### src/rtl/spi_master.sv
// Single-byte SPI master: CS/SCLK/MOSI driver with MISO capture, SCLK = CLK / (2*CLK_DIV).
// Optional macro SPI_MASTER_LSB_FIRST_EN selects LSB-first bit order (default MSB-first).
module spi_master #(
  parameter logic [1:0] MODE    = 2'd3,
  parameter int         CLK_DIV = 4
) (
  input  logic       CLK,
  input  logic       reset,
  input  logic       start,
  input  logic [7:0] data_in,
  input  logic       MISO,
  output logic       SCLK,
  output logic       MOSI,
  output logic       CS,
  output logic       busy,
  output logic       done,
  output logic [7:0] rx
);

  localparam logic CPOL = MODE[1];
  localparam logic CPHA = MODE[0];
  localparam int   CW   = $clog2(CLK_DIV);

  if (CLK_DIV < 4) begin : g_div_chk
    $error("spi_master: CLK_DIV must be >= 4");
  end

  typedef enum logic [1:0] {
    IDLE,
    SETUP,
    SHIFT,
    HOLD
  } state_t;

`ifdef SPI_MASTER_LSB_FIRST_EN
  function automatic logic tx_bit(input logic [7:0] v);
    return v[0];
  endfunction
  function automatic logic [7:0] tx_shift(input logic [7:0] v);
    return {1'b0, v[7:1]};
  endfunction
  function automatic logic [7:0] rx_shift(input logic [7:0] v,
                                          input logic b);
    return {b, v[7:1]};
  endfunction
`else
  function automatic logic tx_bit(input logic [7:0] v);
    return v[7];
  endfunction
  function automatic logic [7:0] tx_shift(input logic [7:0] v);
    return {v[6:0], 1'b0};
  endfunction
  function automatic logic [7:0] rx_shift(input logic [7:0] v,
                                          input logic b);
    return {v[6:0], b};
  endfunction
`endif

  state_t        state;
  state_t        state_nxt;
  logic [CW-1:0] div_cnt;
  logic [4:0]    edge_cnt;
  logic [4:0]    edge_nxt;
  logic [7:0]    tx_sr;
  logic [7:0]    rx_sr;
  logic          tick;
  logic          accept;
  logic          edge_en;
  logic          lead;
  logic          sample;
  logic          drive;
  logic          finish;

  always_ff @(posedge CLK) begin
    if (reset) state <= IDLE;
    else       state <= state_nxt;
  end

  always_comb begin
    state_nxt = state;
    unique case (state)
      IDLE:  if (accept) state_nxt = SETUP;
      SETUP: if (tick) state_nxt = SHIFT;
      SHIFT: if (tick && edge_cnt == 5'd15) state_nxt = HOLD;
      HOLD:  if (tick) state_nxt = IDLE;
      default: state_nxt = IDLE;
    endcase
  end

  // start in the done cycle is dropped; back-to-back starts one cycle later
  always_comb begin
    tick     = (div_cnt == CW'(CLK_DIV - 1));
    accept   = (state == IDLE) && start && !done;
    edge_en  = tick && (state == SETUP || state == SHIFT);
    edge_nxt = edge_cnt + 5'd1;
    lead     = edge_nxt[0];
    sample   = edge_en && (lead ^ CPHA);
    drive    = edge_en && (CPHA ? lead
                                : (!lead && edge_nxt != 5'd16));
    finish   = (state == HOLD) && tick;
  end

  always_ff @(posedge CLK) begin
    if (reset) begin
      div_cnt  <= '0;
      edge_cnt <= '0;
      tx_sr    <= '0;
      rx_sr    <= '0;
      rx       <= '0;
      SCLK     <= CPOL;
      MOSI     <= 1'b0;
      CS       <= 1'b1;
      busy     <= 1'b0;
      done     <= 1'b0;
    end else begin
      done <= 1'b0;
      if (state == IDLE || tick) div_cnt <= '0;
      else                       div_cnt <= div_cnt + CW'(1);
      if (accept) begin
        CS       <= 1'b0;
        busy     <= 1'b1;
        edge_cnt <= '0;
        if (CPHA) begin
          tx_sr <= data_in;
        end else begin
          MOSI  <= tx_bit(data_in);
          tx_sr <= tx_shift(data_in);
        end
      end
      if (edge_en) begin
        SCLK     <= ~SCLK;
        edge_cnt <= edge_nxt;
      end
      if (drive) begin
        MOSI  <= tx_bit(tx_sr);
        tx_sr <= tx_shift(tx_sr);
      end
      if (sample) rx_sr <= rx_shift(rx_sr, MISO);
      if (finish) begin
        CS       <= 1'b1;
        busy     <= 1'b0;
        done     <= 1'b1;
        rx       <= rx_sr;
        MOSI     <= 1'b0;
        edge_cnt <= '0;
      end
    end
  end

endmodule

### config.mk
export PLATFORM = sky130hd
export DESIGN_NAME = spi_master
export DESIGN_NICKNAME = d
export VERILOG_FILES = /design/src/rtl/spi_master.sv
export SDC_FILE = /design/constraint.sdc
export NUM_CORES = 1
export LEC_CHECK = 0
export CORE_UTILIZATION = 30
export CTS_CLUSTER_DIAMETER = 120
export DETAILED_ROUTE_END_ITERATION = 10
export RECOVER_POWER = 50
export SLEW_MARGIN = 20
export SYNTH_ARGS = -nofsm -noshare
export SYNTH_HDL_FRONTEND = slang
export SYNTH_SLANG_ARGS = --single-unit
### constraint.sdc
create_clock -name CLK -period 1.9 [get_ports CLK]
set_clock_uncertainty 0.15 [all_clocks]
set_input_delay 0.38 -clock CLK [delete_from_list [all_inputs] [get_ports CLK]]
set_output_delay 0.38 -clock CLK [all_outputs]
set_load 0.01 [all_outputs]
==> impl_metrics.json, run 1 <==
{
  "status": "completed",
  "antenna_cells": 0,
  "combinationalPowerShare_pct": 24.7,
  "max_cap_violations": 0,
  "tns_ns": 0,
  "worst_setup_path_end_kind": "flop",
  "reg2reg_depth": 6,
  "ant_nets": 0,
  "syn_area_per_cell_um2": 10.4,
  "fill_cells": 479,
  "ys.warnings.count": 0,
  "worstReg2RegStart": "edge_cnt[0]",
  "drc": 0,
  "wire_per_inst_um": 12.4,
  "layout-drive-gt1-share_pct": 12.4,
  "die_x_um": 73.5,
  "min_path_cells": 1,
  "syn-num-nets": 166,
  "first_global_vias": 1158,
  "cts_tree": "yes",
  "intPower_mw": 1.56,
  "cts_max_path_buffers": 2,
  "cts_max_level": 2,
  "core_area_um2": 4820,
  "netSwitchingPower_uw": 566,
  "regArea_um2": 761,
  "min_path_type": "flop to flop",
  "syn_area_um2": 1530,
  "track_usage_pct": 12.6,
  "leakage_nw": 0.870,
  "rsz0062_at_grt": "no",
  "finalCritPeriodShare_pct": 93.3,
  "relSlewSlack_pct": 71.4,
  "clk_latency_ns": 0.29,
  "min_to": "div_cnt[0]",
  "row_count": 25,
  "worstHoldStart": "div_cnt[0]",
  "via_per_inst": 4.83,
  "cts_hold_buf": 0,
  "post_cts_buffers": 0,
  "cts_root_buf": "clkbuf_8",
  "seqPwrFrac_pct": 42.6,
  "start_util_pct": 31.8,
  "dpl.hpwl_um": 2170,
  "synth.yosys.seq_area_share_pct": 49.6,
  "final_nets": 196,
  "finalHoldViolations": 0,
  "cts_buffers": 5,
  "r2r_slack_ns": 0.13,
  "ys_types": 32,
  "final_util_pct": 41.4,
  "io_buffers": 24,
  "wl_um": 3030,
  "dr.first_iter.drc_count": 55,
  "path_class": "flop to flop",
  "setup_violations": 0,
  "worst_pin_slew_ns": 0.429,
  "p_per_area_nw_per_um2": 1070,
  "area_growth_pct": 29.9,
  "worstPathMaxFanout": 5,
  "cts.sinks": 38,
  "clk_pin_slew_ns": 0.07,
  "switching_share_pct": 26.7,
  "grt_pass1_wl_um": 5060,
  "syn-instance-count": 147,
  "max_freq_ghz": 0.564,
  "peakVddDrop_mv": 0.399,
  "synth_seq_cells": 38,
  "worstSetupStartpointType": "flop",
  "die_area_um2": 5400,
  "grt_antenna_before_repair": 0,
  "grt_max_degree": 18,
  "gp_congestion": 0.801,
  "clockPowerShare_pct": 32.6,
  "dr.pass1.iters": 4,
  "die_h_um": 73.5,
  "required_ns": 1.97,
  "r2r-end": "state[1]",
  "grt_overflow": 0,
  "vias": 1179,
  "worstPathArrival_ns": 1.84,
  "pin_count": 25,
  "fin_crit_ns": 1.77,
  "multi_input_area_um2": 729,
  "slew_viol_final": 0
}
[layout make-up]
type,instances,share of cell area (%)
Tap cell,67,4.21
Multi-Input combinational cell,98,36.6
Inverter,5,0.942
Clock buffer,6,4.15
Sequential cell,38,38.2
Timing Repair Buffer,29,14.4
Clock inverter,1,1.51
[kinds of logic after synthesis]
kind of cell	Yosys count	share of synthesized area, %
compound gates	36	16.0
buf+inv	11	3.67
flops	38	49.6
mux	18	11.7
simple gates	36	12.7
xor+xnor	1	0.571
fa+ha+maj	7	5.71
[power by group through the flow]
stage,sequential [mW],combinational [mW],clock (mW)
CTS,0.907,0.493,0.708
floorplan,0.920,0.356,0
global placement,0.920,0.467,0
finish,0.905,0.525,0.693
global route,0.918,0.585,0.750
detailed placement,0.925,0.494,0
[critical path, cell delays in order, from the launching register on]
cell and delay, ns:
dfxtp_1 0.40, ha_1 0.22, and3_1 0.18, ha_1 0.16
a21boi_1 0.09, a211oi_2 0.30, mux2i_1 0.21
[Yosys cell counts (all sizes together)]
master | n | area share (%)
nor2 | 11 | 2.9
nor4 | 1 | 0.41
a22o | 8 | 4.6
a211oi | 2 | 1.3
buf | 4 | 2.0
nor4b | 1 | 0.57
o21a | 1 | 0.49
nand4 | 1 | 0.41
a31oi | 2 | 0.82
and3 | 1 | 0.41
xor2 | 1 | 0.57
clkbuf | 2 | 0.49
a21oi | 12 | 4.2
o21ai | 7 | 2.3
o41ai | 1 | 0.57
inv | 5 | 1.2
nand3 | 7 | 2.6
or2 | 1 | 0.41
o21ba | 2 | 1.3
ha | 7 | 5.7
a21boi | 1 | 0.49
nand3b | 2 | 2.0
mux2i | 18 | 12
or3 | 1 | 0.41
nand2 | 10 | 2.6
dfxtp | 38 | 50
[state kept, by name, indices dropped and copies added (netlist names)]
signal    flops
CS            1
state         2
rx_sr         8
tx_sr         8
div_cnt       2
busy          1
edge_cnt      5
rx            8
done          1
MOSI          1
SCLK          1
[how the worst max path moves through the flow]
stage / start / to / depth (start not counted)
floorplan: state[0] / edge_cnt[3] / 6
global placement: reset / rx[0] / 4
detailed placement: state[0] / edge_cnt[3] / 5
CTS: state[0] / edge_cnt[3] / 5
global route: edge_cnt[0] / state[1] / 6
finish: edge_cnt[0] / state[1] / 6
[stage by stage]
step	hold WS [ns]	cells	worst slack [ns]	power [mW]	cell area, um^2
6_report	0.285	244	0.127	2.12	1990
5_1_grt	0.306	244	0.00183	2.25	1990
4_1_cts	0.293	244	0.0601	2.11	1980
3_5_place_dp	0.281	237	0.0800	1.42	1870
3_3_place_gp	0.261	237	0.144	1.39	1870
2_1_floorplan	0.255	147	0.276	1.28	1530
[layer usage]
layer	global-route usage, %	vias up	wire (um)
li1	-	583	-
met1	13.7	568	1320
met2	21.4	22	1580
met3	3.43	6	79
met4	8.55	0	56
met5	0	-	0
[timing repair]
item                                    4_1_cts  5_1_grt
gates resized for setup                       0        2
endpoints found under the setup margin        0       16
hold endpoints to repair                      0        0
[placed cells by master (no fill, tap or decap), types with 2 or more instances in the layout]
| cell type | instances |
|---|---|
| a21oi_1 | 11 |
| a22o_1 | 8 |
| a31oi_1 | 2 |
| buf_4 | 3 |
| clkbuf_8 | 6 |
| clkdlybuf4s50_1 | 14 |
| dfxtp_1 | 38 |
| dlygate4sd3_1 | 10 |
| ha_1 | 6 |
| inv_1 | 5 |
| mux2i_1 | 18 |
| nand2_1 | 9 |
| nand3_1 | 6 |
| nor2_1 | 10 |
| o21ai_0 | 7 |
| o21ba_2 | 2 |
Power figures use the tool's default switching activity.
==> inputs of run 2 (changes only) <==
--- a/config.mk
+++ b/config.mk
@@ -5,6 +5,7 @@
 export SDC_FILE = /design/constraint.sdc
 export NUM_CORES = 1
 export LEC_CHECK = 0
+export CORE_MARGIN = 1.5
 export CORE_UTILIZATION = 30
 export CTS_CLUSTER_DIAMETER = 120
 export DETAILED_ROUTE_END_ITERATION = 10
==> impl_metrics.json, run 2 (same netlist as run 1, synthesis figures left out) <==
{
  "status": "completed",
  "die_area_um2": 5550,
  "layout-drive-gt1-share_pct": 11.4,
  "finalHoldViolations": 0,
  "critPathBufInv": 0,
  "min_path_type": "flop to flop",
  "critPathSlowestCell": "dfxtp_1",
  "final_util_pct": 40.6,
  "antenna_cells": 0,
  "track_usage_pct": 12.1,
  "crit_family": "compound AO/OA/AOI/OAI gates",
  "core_area_um2": 4820,
  "worst_pin_slew_ns": 0.680,
  "cts_buffers": 5,
  "gp_congestion": 0.733,
  "cts_root_buf": "clkbuf_8",
  "cts_tree": "yes",
  "cts_max_path_buffers": 2,
  "drc": 0,
  "tns_ns": 0,
  "power_mw": 2.00,
  "cts_max_level": 2,
  "wire_per_inst_um": 12.1,
  "max_freq_ghz": 0.577,
  "finalCritPeriodShare_pct": 91.2,
  "max_cap_violations": 0,
  "slowest_delay_ns": 0.35,
  "wl_um": 2940,
  "dpl.hpwl_um": 2130,
  "required_ns": 1.94,
  "dr.pass1.iters": 4,
  "die_x_um": 74.5,
  "hold_slack_ns": 0.290,
  "dr.first_iter.drc_count": 47,
  "grt_max_degree": 18,
  "peakVddDrop_mv": 0.637,
  "setup_violations": 0,
  "grt_antenna_before_repair": 0,
  "leakage_nw": 0.823,
  "worst_setup_path_end_kind": "flop",
  "final_nets": 194,
  "clk_latency_ns": 0.29,
  "grt_pass1_wl_um": 4960,
  "worstSetupStartpointType": "flop",
  "final_common_cell": "dfxtp_1",
  "start_util_pct": 31.8,
  "vias": 1145,
  "p_per_area_nw_per_um2": 1020,
  "fin_crit_ns": 1.73,
  "worstPathArrival_ns": 1.78,
  "die_h_um": 74.5,
  "clk_pin_slew_ns": 0.07,
  "grt_overflow": 0,
  "via_per_inst": 4.71,
  "cts_hold_buf": 0,
  "row_count": 25,
  "io_buffers": 24,
  "path_class": "flop to flop",
  "final_cell_mix": "dfxtp_1, clkdlybuf4s50_1, mux2i_1, a21oi_1, nor2_1",
  "relSlewSlack_pct": 54.6,
  "slew_viol_final": 0,
  "reg_top3": "rx: 8 flops, rx_sr: 8 flops, tx_sr: 8 flops",
  "pin_count": 25,
  "cp_cell_sequence": "ha_1 > and3_1 > ha_1 > a21boi_1 > a211oi_2 > o21ba_2",
  "rsz0062_at_grt": "no",
  "area_growth_pct": 27.5,
  "cts.sinks": 38,
  "first_global_vias": 1090,
  "cpMostUsedCell": "ha_1",
  "ant_nets": 0,
  "worstPathMaxFanout": 5
}
==> run 2: cell count changes in the layout (fill, tap and decap cells not counted), sizes merged <==
cell	before	now
clkinv	0	1
buf	4	3
dlygate4sd3	10	0
clkdlybuf4s50	14	24
bufinv	1	0
==> run 2: path summary, 6_finish.rpt <==
check	from	end	slack [ns]	cells after the start
max reg2reg	edge_cnt[0]	state[0]	0.17	6
max	edge_cnt[0]	state[0]	0.17	6
min	div_cnt[0]	div_cnt[0]	0.29	1
min reg2reg	div_cnt[0]	div_cnt[0]	0.29	1
==> run 2: layer usage <==
metal / up-vias / track usage [%] / wire length (um)
li1: 585 / - / -
met1: 535 / 13.4 / 1280
met4: 0 / 7.47 / 78
met3: 7 / 3.79 / 102
met5: - / 0 / 0
met2: 18 / 20.2 / 1480
==> run 2: stage by stage <==
| step | instances | setup WS, ns | area, um^2 |
|---|---|---|---|
| after floorplan | 147 | 0.276 | 1530 |
| after global placement | 235 | 0.145 | 1860 |
| after detailed placement | 235 | 0.0566 | 1860 |
| after CTS | 243 | 0.0370 | 1950 |
| after global routing | 243 | 0.0455 | 1960 |
| final | 243 | 0.167 | 1960 |
==> run 2: repair_timing <==
action                                  in CTS  in global routing
setup buffers                                0                  0
endpoints found under the setup margin       0                 10
resized for setup                            0                  3
==> run 2: worst register-to-register path, delay by kind of cell (launching register included) <==
kind,cells,cell delay (ns)
AO/OA/AOI/OAI,3,0.52
adder cells (fa/ha/maj),2,0.43
flip-flops,1,0.35
AND/OR/NAND/NOR,1,0.19
==> run 2: where the power goes <==
group	switching [mW]	total, mW	internal, mW
Combinational	0.249	0.523	0.275
Clock	0.275	0.567	0.292
Sequential	0.0413	0.906	0.865
Total	0.565	2.00	1.43
==> run 2: cell type report <==
type,count,area [um^2]
Clock buffer,7,86.3
Clock inverter,1,5.00
Fill cell,487,2860
Inverter,5,18.8
Multi-Input combinational cell,98,726
Sequential cell,38,761
Tap cell,67,83.8
Timing Repair Buffer,27,275
==> inputs of run 3 (changes only) <==
--- a/config.mk
+++ b/config.mk
@@ -5,7 +5,6 @@
 export SDC_FILE = /design/constraint.sdc
 export NUM_CORES = 1
 export LEC_CHECK = 0
-export CORE_MARGIN = 1.5
 export CORE_UTILIZATION = 30
 export CTS_CLUSTER_DIAMETER = 120
 export DETAILED_ROUTE_END_ITERATION = 10
==> results of run 3 <==
Same layout as run 1: the final DEF is identical, and so are final timing and power.
